<file path="config.mk">
export PLATFORM = sky130hd
export DESIGN_NAME = operand_fetch_flat
export DESIGN_NICKNAME = d
export VERILOG_FILES = /design/src/rtl/operand_fetch_if.sv /design/src/rtl/operand_fetch.sv /design/src/flat_wrapper.sv
export SDC_FILE = /design/constraint.sdc
export NUM_CORES = 1
export LEC_CHECK = 0
export ABC_AREA = 0
export BUFFER_PORTS_ARGS = -buffer_cell sky130_fd_sc_hd__buf_2
export CAP_MARGIN = 30
export CORE_ASPECT_RATIO = 1.25
export CORE_MARGIN = 1.5
export CORE_UTILIZATION = 35
export DETAILED_ROUTE_END_ITERATION = 8
export GPL_TIMING_DRIVEN = 0
export PLACE_DENSITY = 0.62
export SYNTH_ARGS = -nofsm -noshare
export SYNTH_HDL_FRONTEND = slang
export SYNTH_SLANG_ARGS = --single-unit
</file>
<file path="constraint.sdc">
create_clock -name clk -period 6.65 [get_ports clk]
set_input_delay 1.33 -clock clk [delete_from_list [all_inputs] [get_ports clk]]
set_output_delay 1.33 -clock clk [all_outputs]
set_load 0.01 [all_outputs]
</file>
<file path="src/rtl/operand_fetch_if.sv">
// Operand fetch bus: fetch request/indices, writeback port, operand results.
//
// Handshake: start is a request level sampled on a rising edge only while the
// fetcher is idle or done (busy = 0); a request seen while busy = 1 is dropped,
// not queued. rn/rm are captured on the accepting edge. done is a one-cycle
// strobe marking aout/bout valid; there is no back-pressure from the consumer.
interface operand_fetch_if #(
   parameter int DATA_W = 16,
   parameter int ADDR_W = 3
);
   logic              start;
   logic [ADDR_W-1:0] rn;
   logic [ADDR_W-1:0] rm;
   logic              write;
   logic [ADDR_W-1:0] writenum;
   logic [DATA_W-1:0] data_in;
   logic [DATA_W-1:0] aout;
   logic [DATA_W-1:0] bout;
   logic              busy;
   logic              done;
   logic [1:0]        dbg_state;   // FSM state, exposed for checkers

   modport master (
      output start, rn, rm, write, writenum, data_in,
      input  aout, bout, busy, done, dbg_state
   );

   modport slave (
      input  start, rn, rm, write, writenum, data_in,
      output aout, bout, busy, done, dbg_state
   );
endinterface

</file>
<file path="src/rtl/operand_fetch.sv">
// Operand fetch: 2**ADDR_W x DATA_W register file with one combinational read
// port and one write port. A fetch reads operand A then operand B through the
// single read port; bout feeds the shifter input, aout the ALU A-side.
module operand_fetch #(
   parameter int DATA_W = 16,
   parameter int ADDR_W = 3
) (
   input  logic            clk,
   input  logic            reset,
   operand_fetch_if.slave  bus
);
   localparam int NREGS = 1 << ADDR_W;

   typedef enum logic [1:0] {
      IDLE   = 2'd0,
      READ_A = 2'd1,
      READ_B = 2'd2,
      DONE   = 2'd3
   } state_t;

   logic [DATA_W-1:0] r_regs [NREGS];
   state_t            r_state;
   logic [ADDR_W-1:0] r_rn_q;
   logic [ADDR_W-1:0] r_rm_q;
   logic [DATA_W-1:0] r_aout;
   logic [DATA_W-1:0] r_bout;

   logic [ADDR_W-1:0] w_rd_idx;
   logic [DATA_W-1:0] w_rd_data;

   // Write port: independent of the FSM; reads in the same cycle see the old value.
   always_ff @(posedge clk or posedge reset) begin
      if (reset) begin
         for (int i = 0; i < NREGS; i++) r_regs[i] <= '0;
      end else if (bus.write) begin
         r_regs[bus.writenum] <= bus.data_in;
      end
   end

   // Single read port: B index only while reading B, otherwise A index.
   assign w_rd_idx  = (r_state == READ_B) ? r_rm_q : r_rn_q;
   assign w_rd_data = r_regs[w_rd_idx];

   // Fetch sequencer: capture indices on accept, latch A, then B, then report done.
   always_ff @(posedge clk or posedge reset) begin
      if (reset) begin
         r_state <= IDLE;
         r_rn_q  <= '0;
         r_rm_q  <= '0;
         r_aout  <= '0;
         r_bout  <= '0;
      end else begin
         case (r_state)
            IDLE, DONE: begin
               if (bus.start) begin
                  r_rn_q  <= bus.rn;
                  r_rm_q  <= bus.rm;
                  r_state <= READ_A;
               end else begin
                  r_state <= IDLE;
               end
            end
            READ_A: begin
               r_aout  <= w_rd_data;
               r_state <= READ_B;
            end
            READ_B: begin
               r_bout  <= w_rd_data;
               r_state <= DONE;
            end
            default: r_state <= IDLE;
         endcase
      end
   end

   assign bus.aout      = r_aout;
   assign bus.bout      = r_bout;
   assign bus.busy      = (r_state == READ_A) || (r_state == READ_B);
   assign bus.done      = (r_state == DONE);
   assign bus.dbg_state = r_state;
endmodule
</file>
<file path="src/flat_wrapper.sv">
// flat-port wrapper written by rule: the top's interface ports become plain ports
module operand_fetch_flat 
#(
   parameter int DATA_W = 16,
   parameter int ADDR_W = 3
)
  (clk, reset, bus_start, bus_rn, bus_rm, bus_write, bus_writenum, bus_data_in, bus_aout, bus_bout, bus_busy, bus_done, bus_dbg_state);
  operand_fetch_if #(.DATA_W(DATA_W), .ADDR_W(ADDR_W)) bus_i ();
  input  logic clk;
  input  logic reset;
  input wire logic [$bits(bus_i.start)-1:0] bus_start;
  input wire logic [$bits(bus_i.rn)-1:0] bus_rn;
  input wire logic [$bits(bus_i.rm)-1:0] bus_rm;
  input wire logic [$bits(bus_i.write)-1:0] bus_write;
  input wire logic [$bits(bus_i.writenum)-1:0] bus_writenum;
  input wire logic [$bits(bus_i.data_in)-1:0] bus_data_in;
  output wire logic [$bits(bus_i.aout)-1:0] bus_aout;
  output wire logic [$bits(bus_i.bout)-1:0] bus_bout;
  output wire logic [$bits(bus_i.busy)-1:0] bus_busy;
  output wire logic [$bits(bus_i.done)-1:0] bus_done;
  output wire logic [$bits(bus_i.dbg_state)-1:0] bus_dbg_state;
  assign bus_i.start = bus_start;
  assign bus_i.rn = bus_rn;
  assign bus_i.rm = bus_rm;
  assign bus_i.write = bus_write;
  assign bus_i.writenum = bus_writenum;
  assign bus_i.data_in = bus_data_in;
  assign bus_aout = bus_i.aout;
  assign bus_bout = bus_i.bout;
  assign bus_busy = bus_i.busy;
  assign bus_done = bus_i.done;
  assign bus_dbg_state = bus_i.dbg_state;
  operand_fetch #(.DATA_W(DATA_W), .ADDR_W(ADDR_W)) u_core (.clk(clk), .reset(reset), .bus(bus_i));
endmodule
</file>
Word level (Yosys, flattened, before mapping)

Cells that the tools add are included.

Output and inout port bits: 36
Flip-flop bits (word level): 168
Word-level logic and storage cells: 35
Input port bits: 29

Eq/ne operators: 3
Reduce and logical (&&, ||, !) cells: 5
Bitwise operators: 2
Order comparisons: 3
Mux-type cells: 9

Operators with widths:

| kind               | number |
|---|---|
| $bwmux 128         | 1 |
| $bmux 16 s3        | 1 |
| $demux 16 s3       | 1 |
| $mux 16            | 3 |
| $ge 4x4->1 const B | 2 |
| $not 3->4          | 2 |
| $pmux 2 s3         | 1 |
| $eq 2x2->1 const B | 2 |
| $lt 4x1->1 const B | 1 |
| $mux 3             | 1 |
| $eq 2x1->1 const B | 1 |
| $logic_not 2->1    | 1 |
| $reduce_and 2->1   | 1 |
| $reduce_or 2->1    | 1 |
| $logic_and 1x1->1  | 1 |
| $logic_or 1x1->1   | 1 |
| $mux 1             | 1 |

Depth between registers and ports, before layout

Depth in word-level cells: 6
Mapped depth: 11
Depth with buffers taken out: 7

Least setup slack after synthesis

OpenSTA, ideal clock, no wires.

Kind: input to register
Start: input bus_writenum[0]
End: register u_core.r_regs[80] (netlist bit)
Path buffers: 2
Slack: 3.851 ns
Required time: 6.525 ns
Cell stages on the path: 5
Data arrival time: 2.674 ns
Library setup time: 0.125 ns
Cell sequence: clkbuf_1 -> nand2b_1 -> nor3b_2 -> buf_2 -> mux2_2

Word-level cells in the longest chain between the ends: 6
Elaborated cells between the ends (all ways): 7
Those cells by class: order compare (2); mux (3); bitwise (1); reduce/logical (1)

Ends and longest elaborated chain:

| item                                                           | RTL line            | RTL |
|---|---|---|
| start: declaration                                             | flat_wrapper.sv:15  | `input wire logic [$bits(bus_i.writenum)-1:0] bus_writenum;` |
| $not 3->4 (implied by the code) (*)                            | operand_fetch.sv:36 | `r_regs[bus.writenum] <= bus.data_in;` |
| $ge 4x4->1 (implied by the code) or $lt 4x1->1 (tied branches) | operand_fetch.sv:36 |  |
| $logic_and 1x1->1 (implied by the code)                        | operand_fetch.sv:36 |  |
| $mux 16 (implied by the code)                                  | operand_fetch.sv:36 |  |
| $demux 16 s3 (*)                                               | operand_fetch.sv:36 |  |
| $bwmux 128 (*)                                                 | operand_fetch.sv:36 |  |
| end signal: indexed assignment                                 | operand_fetch.sv:36 |  |
| end: declaration                                               | operand_fetch.sv:21 | `logic [DATA_W-1:0] r_regs [NREGS];` |

Mark *: on every way between the ends. The rest lies on a longest branch, timed or not.
A chain may end at the register's enable or synchronous reset.

Worst setup path in the final report

Start: register u_core.r_state[0], in the netlist u_core.bus.dbg_state[0]
End: register u_core.r_aout[9], in the netlist u_core.bus.aout[9]

Word-level cells in the longest chain between the ends: 6
Elaborated cells between the ends (all ways): 7
Those cells by class: eq/ne (2); mux (4); bitwise (1)

Ends and longest elaborated chain:

| item                                       | RTL line            | RTL |
|---|---|---|
| start: declaration                         | operand_fetch.sv:22 | `state_t r_state;` |
| start signal: assignment                   | operand_fetch.sv:47 | `r_state <= IDLE;` |
| start signal: assignment                   | operand_fetch.sv:58 | `r_state <= READ_A;` |
| start signal: assignment                   | operand_fetch.sv:60 | `r_state <= IDLE;` |
| $eq 2x2->1                                 | operand_fetch.sv:41 | `assign w_rd_idx = (r_state == READ_B) ? r_rm_q : r_rn_q;` |
| $mux 3                                     | operand_fetch.sv:41 |  |
| $not 3->4 (implied by the code)            | operand_fetch.sv:42 | `assign w_rd_data = r_regs[w_rd_idx];` |
| $bmux 16 s3                                | operand_fetch.sv:42 |  |
| $mux 16 (implied by the code) (2 in a row) | operand_fetch.sv:42 |  |
| end signal: assignment                     | operand_fetch.sv:64 | `r_aout <= w_rd_data;` |
| end: declaration                           | operand_fetch.sv:25 | `logic [DATA_W-1:0] r_aout;` |

Several ways; a longest one is shown, not always the timed one. The select of a mux whose other input is x is not followed.

==> PnR_summary.wiki <==
{| class="wikitable"
! Metric !! Value
|-
| Average wire per standard cell || 20.44 um
|-
| Largest fanout on the critical path || 10
|-
| Library cell with the largest summed area after synthesis || sky130_fd_sc_hd__dfrtp_1
|-
| Register clock-pin slew on the reported worst setup and hold paths || 0.06 ns
|-
| First-pass GRT wire length || 31770 um
|-
| Worst-margin pin slew || 0.8239 ns
|-
| Die boundary height || 169.3 um
|-
| Top achievable clock speed || 340.9 MHz
|-
| Post-synthesis cell type count || 36
|-
| Vias in the first global route || 5470
|-
| HPWL Detailed || 13770 um
|-
| Antenna violations before repair || 2
|-
| Critical path data arrival time || 3.20 ns
|-
| Drt first pass iters || 5
|-
| Worst hold slack after final layout || 0.4945 ns
|-
| MaxCap Viol Count || 0
|-
| Final cell utilization of the core || 41.68%
|-
| Pwr Total || 4442 uW
|-
| Average via count per standard cell || 5.537
|-
| Area share of the largest cell type after synthesis || 54.28%
|-
| H-tree level count || 4
|-
| Most numerous cell in the Yosys netlist || sky130_fd_sc_hd__dfrtp_1
|-
| Cell Area, Synth || 7745 sq um
|-
| Commonest cells post-synth || sky130_fd_sc_hd__dfrtp_1 (168), sky130_fd_sc_hd__mux2_2 (135), sky130_fd_sc_hd__nor2_1 (39)
|-
| Final Critical Period || 2.933 ns
|-
| Via total after detailed routing || 5504
|-
| Largest net degree at the start of global routing || 100
|-
| Max Clock Skew || 0.006344 ns
|-
| Class of the worst hold path || flip-flop to flip-flop
|-
| Synth top area cells || sky130_fd_sc_hd__dfrtp_1 (54%), sky130_fd_sc_hd__mux2_2 (20%), sky130_fd_sc_hd__a222oi_1 (3.9%)
|-
| Sequential element share of the synthesized area || 54.28%
|-
| Worst relative slew slack || 45.08%
|-
| Critical setup path kind || flip-flop to flip-flop
|-
| Setup repair after global routing missed its margin || no
|-
| Total congestion overflow after global routing || 0
|-
| Setup TNS || 0 ns
|-
| Required time of the critical path || 6.92 ns
|-
| DRC violations left || 0
|-
| Synthesized net count || 652
|-
| Total power divided by cell area || 493.0 nW/um^2
|-
| IR Drop Worst-Case VDD || 0.0002297 V
|-
| Site row count || 60
|-
| Post-Syn Area per Cell || 12.49 sq um
|-
| Violation count after the first detailed-routing iteration || 504
|-
| Result of the run || completed
|-
| Initial Utilization || 35.82%
|-
| Synthesized instance count || 620
|-
| Element type at the critical path start || flip-flop
|-
| Total die area || 23040 sq um
|-
| Total Routing Usage GR || 18.33%
|-
| Relative area change from synthesis to final layout || 16.35%
|-
| Number of buffers added for setup after CTS || 0
|-
| Number of clock sinks || 168
|-
| Final number of hold-violating endpoints || 0
|-
| Buffers added on ports || 60
|-
| Weighted congestion at the end of routability-driven global placement || 0.8286
|-
| Fraction of layout cells with a size suffix above 1 || 36.04%
|-
| TritonCTS Buffers || 17
|-
| Number of primary I/O pins || 65
|-
| Number of enable-type register cells in the synthesized netlist || 0
|-
| Number of nets still failing antenna checks after routing || 0
|-
| Dominant register cell in the synthesized netlist || sky130_fd_sc_hd__dfrtp_1
|-
| Fraction of synthesis flops using an asynchronous set or reset pin || 100.0%
|-
| Synth warnings || 0
|-
| Horiz. Die Dim || 136.1 um
|-
| Buffers from clock root to sink, at most || 2
|-
| Clk root buf || sky130_fd_sc_hd__clkbuf_16
|-
| Setup violation total in the final timing report || 0
|-
| Tcrit/Tclk final || 44.11%
|-
| Static leakage power || 0.004027 uW
|-
| TritonCTS clock tree || done
|-
| Total routed wirelength || 20320 um
|-
| Final Max Slew Viols || 0
|-
| Seq cells post-synth || 168
|-
| Resized Gates After CTS || 0
|-
| Final nets || 732
|-
| Placeable core area || 21620 sq um
|-
| Endpoint type of the worst setup path || flip-flop
|-
| Cts-stage hold buffer count || 0
|-
| Clock latency at the later pin of the worst-skew pair || 0.43 ns
|}
==> logic make-up after synthesis <==
kind of cell | Yosys count | synth area share [%]
flops | 168 | 54.28
mux | 136 | 19.81
compound gates | 135 | 13.91
simple gates | 127 | 8.239
buf+inv | 51 | 3.279
fa+ha+maj | 3 | 0.4847
==> metal layers <==
metal | global-route usage [%] | part of all wire, % | vias up
li1 | - | - | 2487
met1 | 24.53 | 45 | 2828
met3 | 3.644 | 4.6 | 30
met2 | 29.14 | 48 | 159
met5 | 0 | 0 | -
met4 | 7.169 | 2.4 | 0
==> worst paths after layout <==
kind,from,endpoint,slack (ns),depth (start not counted)
max in group asynchronous,reset,u_core.r_regs[3]$_DFFE_PP0P_,4.83,3
setup reg to reg,u_core.bus.dbg_state[0]$_DFF_PP0_,u_core.bus.aout[9]$_DFFE_PP0N_,3.72,9
hold reg to reg,u_core.bus.bout[13]$_DFFE_PP0P_,u_core.bus.bout[13]$_DFFE_PP0P_,0.49,2
hold / removal,u_core.bus.bout[13]$_DFFE_PP0P_,u_core.bus.bout[13]$_DFFE_PP0P_,0.49,2
setup / recovery,u_core.bus.dbg_state[0]$_DFF_PP0_,u_core.bus.aout[9]$_DFFE_PP0N_,3.72,9
min in group asynchronous,reset,u_core.r_regs[46]$_DFFE_PP0P_,0.95,2
==> placed cells by master (no fill, tap or decap), drive strengths merged, types with 2 or more instances in the layout <==
| master | instances |
|---|---|
| o211ai | 5 |
| nor2b | 30 |
| nand2 | 38 |
| mux2 | 135 |
| a21oi | 2 |
| o221ai | 31 |
| a31oi | 2 |
| clkbuf | 45 |
| diode | 2 |
| clkinvlp | 2 |
| o22ai | 30 |
| nor3b | 2 |
| dfrtp | 168 |
| bufinv | 2 |
| a21o | 30 |
| nand2b | 4 |
| clkinv | 5 |
| nor3 | 4 |
| nand4b | 3 |
| a222oi | 30 |
| ha | 3 |
| nor2 | 41 |
| buf | 82 |
| o21ai | 2 |
| inv | 8 |
| o31ai | 2 |
==> report_power, final <==
part / switching (uW) / leakage, uW / internal (uW) / total, uW
registers: 174 / 0.00204 / 1310 / 1480
clock network: 398 / 0.000280 / 581 / 979
logic: 1160 / 0.00171 / 822 / 1980
==> state kept, by name (all words and copies together) (netlist names) <==
| signal | flops |
|---|---|
| u_core.r_rm_q | 3 |
| u_core.bus.bout | 16 |
| u_core.r_rn_q | 3 |
| u_core.r_regs | 128 |
| u_core.bus.dbg_state | 2 |
| u_core.bus.aout | 16 |
==> area by class of cell <==
type	count	area [sq um]
Sequential cell	168	4204
Clock inverter	8	95.09
Multi-Input combinational cell	401	3287
Clock buffer	24	481.7
Tap cell	279	349.1
Buffer	42	220.2
Inverter	9	41.29
Timing Repair Buffer	61	327.8
Antenna cell	2	5.005
Fill cell	2118	12610
==> critical path, cell delays in order, from the launching register on <==
cell and delay (ns):
sky130_fd_sc_hd__dfrtp_1 0.39, sky130_fd_sc_hd__inv_1 0.06, sky130_fd_sc_hd__ha_1 0.20, sky130_fd_sc_hd__buf_6 0.13
sky130_fd_sc_hd__nand2_1 0.28, sky130_fd_sc_hd__clkbuf_1 0.48, sky130_fd_sc_hd__o22ai_1 0.17, sky130_fd_sc_hd__a21o_1 0.19
sky130_fd_sc_hd__a222oi_1 0.62, sky130_fd_sc_hd__o221ai_1 0.24
==> metrics by stage <==
step / instances / area (sq um) / setup slack [ns]
finish: 994 / 9011 / 3.717
global placement: 959 / 8394 / -1.328
detailed placement: 960 / 8429 / 3.295
floorplan: 620 / 7745 / 0.7733
CTS: 992 / 9006 / 3.709
global route: 992 / 9006 / 3.590
No activity file was read; power rests on OpenSTA's default activity.
